**src/rtl/dram_lsu_if.sv**
```systemverilog
// Bundle between the core's memory stage, the load/store unit and the data DRAM.
// The slave modport is the LSU's view; the master modport is the core/DRAM side.
interface dram_lsu_if #(
   parameter int ADDR_W = 16
);
   logic              req_valid;
   logic              req_ready;
   logic              req_we;
   logic [2:0]        req_funct3;
   logic [31:0]       req_addr;
   logic [31:0]       req_wdata;
   logic              rsp_valid;
   logic              rsp_err;
   logic [31:0]       rsp_rdata;
   logic [ADDR_W-1:0] mem_a;
   logic              mem_we;
   logic [31:0]       mem_din;
   logic [31:0]       mem_spo;

   modport master (
      output req_valid, req_we, req_funct3, req_addr, req_wdata, mem_spo,
      input  req_ready, rsp_valid, rsp_err, rsp_rdata, mem_a, mem_we, mem_din
   );

   modport slave (
      input  req_valid, req_we, req_funct3, req_addr, req_wdata, mem_spo,
      output req_ready, rsp_valid, rsp_err, rsp_rdata, mem_a, mem_we, mem_din
   );
endinterface

```
**src/rtl/dram_lsu.sv**
```systemverilog
// Load/store unit turning RISC-V byte/half/word accesses into word DRAM cycles,
// with read-modify-write for sub-word stores since the DRAM has no byte enables.
module dram_lsu #(
   parameter int ADDR_W = 16
) (
   input  logic      clk,
   input  logic      rst_n,
   dram_lsu_if.slave bus
);
   typedef enum logic [2:0] {
      S_IDLE,
      S_RD,
      S_RD_WAIT,
      S_WR,
      S_RESP
   } state_t;

   state_t            r_state;
   logic              r_we;
   logic [2:0]        r_funct3;
   logic [ADDR_W+1:0] r_addr;
   logic [31:0]       r_wdata;
   logic              r_err;
   logic [31:0]       r_rdata;

   logic        w_xfer;
   logic        w_req_err;
   logic [7:0]  w_byte;
   logic [15:0] w_half;
   logic [31:0] w_load_data;
   logic [31:0] w_merged;
   logic [3:0]  w_lane_en;
   logic        w_unused;

   // Upper address bits alias onto the DRAM and are deliberately dropped.
   assign w_unused = ^bus.req_addr[31:ADDR_W+2];

   assign w_xfer = bus.req_valid && (r_state == S_IDLE);

   always_comb begin
      w_req_err = 1'b1;
      case (bus.req_funct3)
         3'd0:    w_req_err = 1'b0;
         3'd1:    w_req_err = bus.req_addr[0];
         3'd2:    w_req_err = |bus.req_addr[1:0];
         3'd4:    w_req_err = bus.req_we;
         3'd5:    w_req_err = bus.req_we | bus.req_addr[0];
         default: w_req_err = 1'b1;
      endcase
   end

   assign w_byte = bus.mem_spo[{r_addr[1:0], 3'b000} +: 8];
   assign w_half = r_addr[1] ? bus.mem_spo[31:16] : bus.mem_spo[15:0];

   always_comb begin
      w_load_data = bus.mem_spo;
      case (r_funct3)
         3'd0:    w_load_data = {{24{w_byte[7]}}, w_byte};
         3'd4:    w_load_data = {24'h0, w_byte};
         3'd1:    w_load_data = {{16{w_half[15]}}, w_half};
         3'd5:    w_load_data = {16'h0, w_half};
         default: w_load_data = bus.mem_spo;
      endcase
   end

   // funct3[0] distinguishes SH (halfword lanes) from SB (single byte lane).
   genvar gi;
   generate
      for (gi = 0; gi < 4; gi++) begin : g_lane
         localparam logic [1:0] LANE = 2'(gi);
         assign w_lane_en[gi] = r_funct3[0] ? (r_addr[1] == LANE[1])
                                            : (r_addr[1:0] == LANE);
         assign w_merged[8*gi +: 8] = !w_lane_en[gi] ? bus.mem_spo[8*gi +: 8]
                                    : r_funct3[0]    ? r_wdata[8*(gi%2) +: 8]
                                    :                  r_wdata[7:0];
      end
   endgenerate

   always_ff @(posedge clk or negedge rst_n) begin
      if (!rst_n) begin
         r_state  <= S_IDLE;
         r_we     <= 1'b0;
         r_funct3 <= 3'd0;
         r_addr   <= '0;
         r_wdata  <= 32'h0;
         r_err    <= 1'b0;
         r_rdata  <= 32'h0;
      end else begin
         case (r_state)
            S_IDLE: begin
               if (w_xfer) begin
                  r_we     <= bus.req_we;
                  r_funct3 <= bus.req_funct3;
                  r_addr   <= bus.req_addr[ADDR_W+1:0];
                  r_wdata  <= bus.req_wdata;
                  r_err    <= w_req_err;
                  r_rdata  <= 32'h0;
                  if (w_req_err)
                     r_state <= S_RESP;
                  else if (bus.req_we && bus.req_funct3 == 3'd2)
                     r_state <= S_WR;
                  else
                     r_state <= S_RD;
               end
            end
            S_RD:      r_state <= S_RD_WAIT;
            S_RD_WAIT: begin
               // The merged word replaces the store data so WR always writes r_wdata.
               if (r_we) begin
                  r_wdata <= w_merged;
                  r_state <= S_WR;
               end else begin
                  r_rdata <= w_load_data;
                  r_state <= S_RESP;
               end
            end
            S_WR:      r_state <= S_RESP;
            S_RESP:    r_state <= S_IDLE;
            default:   r_state <= S_IDLE;
         endcase
      end
   end

   assign bus.req_ready = (r_state == S_IDLE);
   assign bus.rsp_valid = (r_state == S_RESP);
   assign bus.rsp_err   = r_err;
   assign bus.rsp_rdata = r_rdata;
   assign bus.mem_a     = r_addr[ADDR_W+1:2];
   assign bus.mem_we    = (r_state == S_WR);
   assign bus.mem_din   = (r_state == S_WR) ? r_wdata : 32'h0;
endmodule

```
**src/flat_wrapper.sv**
```systemverilog
// flat-port wrapper written by rule: the top's interface ports become plain ports
module dram_lsu_flat 
#(
   parameter int ADDR_W = 16
)
  (clk, rst_n, bus_req_valid, bus_req_we, bus_req_funct3, bus_req_addr, bus_req_wdata, bus_mem_spo, bus_req_ready, bus_rsp_valid, bus_rsp_err, bus_rsp_rdata, bus_mem_a, bus_mem_we, bus_mem_din);
  dram_lsu_if #(.ADDR_W(ADDR_W)) bus_i ();
  input  logic clk;
  input  logic rst_n;
  input wire logic [$bits(bus_i.req_valid)-1:0] bus_req_valid;
  input wire logic [$bits(bus_i.req_we)-1:0] bus_req_we;
  input wire logic [$bits(bus_i.req_funct3)-1:0] bus_req_funct3;
  input wire logic [$bits(bus_i.req_addr)-1:0] bus_req_addr;
  input wire logic [$bits(bus_i.req_wdata)-1:0] bus_req_wdata;
  input wire logic [$bits(bus_i.mem_spo)-1:0] bus_mem_spo;
  output wire logic [$bits(bus_i.req_ready)-1:0] bus_req_ready;
  output wire logic [$bits(bus_i.rsp_valid)-1:0] bus_rsp_valid;
  output wire logic [$bits(bus_i.rsp_err)-1:0] bus_rsp_err;
  output wire logic [$bits(bus_i.rsp_rdata)-1:0] bus_rsp_rdata;
  output wire logic [$bits(bus_i.mem_a)-1:0] bus_mem_a;
  output wire logic [$bits(bus_i.mem_we)-1:0] bus_mem_we;
  output wire logic [$bits(bus_i.mem_din)-1:0] bus_mem_din;
  assign bus_i.req_valid = bus_req_valid;
  assign bus_i.req_we = bus_req_we;
  assign bus_i.req_funct3 = bus_req_funct3;
  assign bus_i.req_addr = bus_req_addr;
  assign bus_i.req_wdata = bus_req_wdata;
  assign bus_i.mem_spo = bus_mem_spo;
  assign bus_req_ready = bus_i.req_ready;
  assign bus_rsp_valid = bus_i.rsp_valid;
  assign bus_rsp_err = bus_i.rsp_err;
  assign bus_rsp_rdata = bus_i.rsp_rdata;
  assign bus_mem_a = bus_i.mem_a;
  assign bus_mem_we = bus_i.mem_we;
  assign bus_mem_din = bus_i.mem_din;
  dram_lsu #(.ADDR_W(ADDR_W)) u_core (.clk(clk), .rst_n(rst_n), .bus(bus_i));
endmodule
```
**config.mk**
```make
export PLATFORM = sky130hd
export DESIGN_NAME = dram_lsu_flat
export DESIGN_NICKNAME = d
export VERILOG_FILES = /design/src/rtl/dram_lsu_if.sv /design/src/rtl/dram_lsu.sv /design/src/flat_wrapper.sv
export SDC_FILE = /design/constraint.sdc
export NUM_CORES = 1
export LEC_CHECK = 0
export BUFFER_PORTS_ARGS = -buffer_cell sky130_fd_sc_hd__buf_2
export CAP_MARGIN = 0
export CORE_MARGIN = 2
export CORE_UTILIZATION = 50
export CTS_CLUSTER_DIAMETER = 200
export DETAILED_ROUTE_END_ITERATION = 12
export PLACE_DENSITY = 0.81
export SETUP_SLACK_MARGIN = 0.5
export SLEW_MARGIN = 20
export SYNTH_ARGS = -nofsm -noshare
export SYNTH_HDL_FRONTEND = slang
export SYNTH_SLANG_ARGS = --single-unit
```
**constraint.sdc**
```tcl
create_clock -name clk -period 2.4 [get_ports clk]
set_input_delay 0.12 -clock clk [delete_from_list [all_inputs] [get_ports clk]]
set_output_delay 0.12 -clock clk [all_outputs]
set_load 0.02 [all_outputs]
```
==> results by stage <==
Die:
- In this run the vertical extent of the chip is between 100 and 150 µm.
- For this configuration, the core starts out at a cell density of between 50% and 60%.
- During I/O placement, the number of pins put on the boundary was between 150 and 200.
- The overall die width is between 100 and 150 µm.
- The die covers roughly 0.011 mm².
- The floorplan core area is 0.01018 mm².
- The initialized floorplan defines 37 standard-cell rows.

Synthesis:
- The most instantiated flip-flop cell in the synthesis netlist is sky130_fd_sc_hd__dfrtp_1.
- Synthesis produced a netlist whose cell count is 592.
- Of all flip-flops after synthesis, the portion carrying an async set or reset was between 90% and 100%.
- After synthesis, the mean cell area works out to just under 9 µm².
- The number of nets handed over by synthesis was a little under 700.
- The register bit total from synthesis is 90.
- The synthesized design contains 0 enable-type register cells.
- The count of unique library cells instantiated by Yosys is between 40 and 50.
- The post-synthesis sequential area ratio is between 40% and 50%.
- For this run, the number of Yosys warnings is 0.
- The synthesized netlist occupies a cell area of around 0.0052 mm².

Critical path:
- Broken down by cell family, the worst path's largest delay share belongs to compound AO/OA/AOI/OAI gates.
- The peak fanout along the critical path is 28.
- By startpoint and endpoint, the worst setup path is classified as register to register.
- The number of buffer and inverter stages on the critical path is 1.
- The worst path required time is 2.67 ns.
- The slowest stage of the critical path is the sky130_fd_sc_hd__dfrtp_2 cell.
- In this design, the stage delay of the slowest critical-path cell is around 0.52 ns.
- The sort of element at the end of the critical path is a register.
- The arrival time of the worst setup path is roughly 2.1 ns.
- Traced cell by cell, the critical path runs through buf_8 -> mux2_2 -> a21oi_1 -> o21ai_0 -> a32o_1.
- The worst setup path is launched from a register.

GRT:
- The via count of the first global-routing pass was about 5,000.
- In the global route stage, met1 resource usage came out at 39.80%.
- The maximum number of pins on one net before global-route repair is 56.
- In the global route stage, met2 resource usage came out at 45.16%.
- For met3 alone, demand over resource in global routing was between 4 and 5%.
- The global-route wire length before repair is 25,310 µm.
- The initial antenna violation count is 0.
- met2 is the most crowded layer.
- The leftover overflow at the end of global routing is 0.
- The total routing usage reported by global routing is 29.11%.

Placed design:
- The detailed placer's ending HPWL is between 10,000 and 15,000 µm.
- The count of buffers from port buffering is ~170.
- The congestion estimate from routability-driven global placement came to about 0.94.

Clock tree:
- The clock slew seen by the registers of the worst setup and hold paths is approximately 0.090 ns.
- In this run the deepest clock path goes through 2 buffers.
- The root buffer cell is sky130_fd_sc_hd__clkbuf_8.
- Clock tree synthesis found a total of 90 sinks.
- The clock latency on the worst-skew pair is ~0.38 ns.
- The depth of the CTS H-tree is 3.
- TritonCTS built the clock tree.
- The TritonCTS buffer count is 9.

Routing:
- The first detailed-routing pass ran for 8 iterations.
- After detailed routing, the average wire length per cell comes to roughly 18 µm.
- The total number of vias is ~5,200.
- The via density per instance is roughly 5.8.
- The final layout contains routed wiring with a total length of roughly 16,000 µm.
- The DRC marker count from the first detailed-route iteration is 438.
- The remaining antenna violation count after routing is 0.
- In the routed design, unresolved DRC markers number 0.

Pwr:
- The internal power of the cells totals 0.004262 W.
- The switching portion of total power is between 40% and 50%.
- Combinational logic is responsible for ~52% of the overall power.
- Summed over all nets, the switching power comes to approximately 0.0037 W.
- The clock network burns a little over an eighth of the power.
- The reported leakage power is ~3.3 nW.
- Sequential cells account for about a third of the total power.
- For this design the ratio of total power to cell area is 1220 mW/mm².
- VDD sags by at most 490.0 µV.

STA:
- The final number of hold-violating endpoints is 0.
- The slew at the pin with the worst max-slew slack is 0.7550 ns.
- Setup violations remaining at the end of the flow were counted as 0.
- On the final layout, the worst hold slack is 0.01412 ns.
- The highest attainable clock frequency is about 0.54 GHz.
- After layout, the minimum clock period comes to 1.843 ns.
- The final-layout setup total negative slack is 0 ns.
- In this run the tightest slew margin relative to its limit is between 40% and 50%.
- Setup repair after global routing left no endpoint under its margin.
- The count of final max-slew check failures is 0.
- On the final layout, the worst clock skew is about 0.0097 ns.
- The worst path uses around three quarters of the clock period.

Final layout:
- 0 antenna diodes ended up in the layout.
- The library cell used most frequently in the layout, excluding fill and tap cells, is sky130_fd_sc_hd__buf_2.
- The area growth from synthesis to final layout is 26.33%.
- The number of nets in the final layout is roughly 860.
- The post-route netlist has around a third of its cells at a drive strength greater than 1.
- The library cells used most frequently in the layout, excluding fill and tap cells, are sky130_fd_sc_hd__buf_2, sky130_fd_sc_hd__nand2_1, sky130_fd_sc_hd__dfrtp_1, sky130_fd_sc_hd__o21ai_0, sky130_fd_sc_hd__nor2_1.

Flow run:
- Across the run, the number of max-cap violations was 0.

Min path:
- In this run the worst hold path is classified as input port to register.

Run status:
- The flow ran to the end, and the final reports show no timing, DRC or antenna violations.
## through the flow
step / util, % / instances / power, W / setup WS [ns] / cell area [µm²]
after floorplan: - / 592 / 0.005610 / 0.6234 / 5166
after global placement: 59.09 / 856 / 0.006457 / 0.3115 / 6018
after detailed placement: 59.09 / 856 / 0.006655 / 0.1918 / 6018
after CTS: 63.55 / 895 / 0.007828 / 0.5071 / 6472
after global routing: 64.02 / 897 / 0.008492 / 0.5004 / 6520
final: 64.02 / 897 / 0.007955 / 0.5570 / 6520
## timing repair
| action | in CTS | in global routing |
|---|---|---|
| pin swaps | 2 | 1 |
| setup endpoints to repair | 49 | 66 |
| hold buffers | 19 | 0 |
| gates resized for setup | 6 | 6 |
| cloned | 0 | 0 |
| hold endpoints to repair | 71 | 0 |
| setup buffers | 4 | 2 |
## synthesized netlist by cell type (7+ instances only)
library cell,number,area [µm²]
sky130_fd_sc_hd__buf_4,16,120.1
sky130_fd_sc_hd__dfrtp_1,90,2252
sky130_fd_sc_hd__mux2_2,11,123.9
sky130_fd_sc_hd__o21ai_0,68,340.3
sky130_fd_sc_hd__a32o_1,8,80.08
sky130_fd_sc_hd__a221o_1,8,80.08
sky130_fd_sc_hd__clkbuf_1,28,105.1
sky130_fd_sc_hd__nor3_1,15,75.07
sky130_fd_sc_hd__a21oi_1,41,205.2
sky130_fd_sc_hd__a221o_2,10,112.6
sky130_fd_sc_hd__buf_2,16,80.08
sky130_fd_sc_hd__o21a_1,8,60.06
sky130_fd_sc_hd__a211oi_1,8,60.06
sky130_fd_sc_hd__and2_1,34,212.7
sky130_fd_sc_hd__mux2i_1,8,80.08
sky130_fd_sc_hd__nand2b_1,10,62.56
sky130_fd_sc_hd__nand2_1,90,337.8
sky130_fd_sc_hd__a31oi_1,11,68.82
sky130_fd_sc_hd__inv_1,15,56.30
sky130_fd_sc_hd__nor2_1,47,176.4
sky130_fd_sc_hd__o221a_2,7,78.83
## cell type report
class	instances	area [µm²]
inverters	15	56.30
multi-input cells	423	2544
flip-flops and latches	90	2256
well taps	136	170.2
clock buffers	12	145.1
clock inverters	4	51.30
repair buffers	217	1297
fillers	848	3665
## worst paths after layout
check                           slack [ns]                       end  depth (start not counted)              start
min in group asynchronous             0.35  u_core.bus.rsp_rdata[30]                          2              rst_n
worst min-delay path                  0.01  u_core.bus.rsp_rdata[19]                          2    bus_mem_spo[19]
worst max-delay path                  0.56  u_core.bus.rsp_rdata[11]                          5   u_core.r_addr[1]
worst min register to register        0.48         u_core.r_addr[12]                          2  u_core.r_addr[12]
max in group asynchronous             1.32  u_core.bus.rsp_rdata[25]                          3              rst_n
worst max register to register        0.56  u_core.bus.rsp_rdata[11]                          5   u_core.r_addr[1]
## cells by family after synthesis
group                  after synthesis  synth area share, %
muxes                               19                3.952
and+or+nand+nor                    213                19.42
AOI/OAI and AO/OA                  191                25.41
DFF                                 90                43.64
buffers and inverters               79                7.588
## flip-flops by register name, indices dropped and copies added, names as in the netlist
register              count
u_core.r_wdata           32
u_core.bus.rsp_rdata     32
u_core.r_funct3           3
u_core.r_addr            18
u_core.r_we               1
u_core.r_state            3
u_core.bus.rsp_err        1
## power groups by stage
stage	Clock [W]	Combinational (W)	Sequential (W)
after floorplan	0	0.00288	0.00273
after global placement	0	0.00379	0.00267
after detailed placement	0	0.00395	0.00270
after CTS	0.00108	0.00407	0.00268
after global routing	0.00114	0.00456	0.00279
final	0.00107	0.00417	0.00271
## per-layer routing
metal / routed length (µm) / up-vias
met2: 7579 / 302
met4: 566 / 0
li1: - / 2391
met5: 0 / -
met1: 6583 / 2478
met3: 1395 / 46
Note: power is estimated with default switching activity, not from simulation.
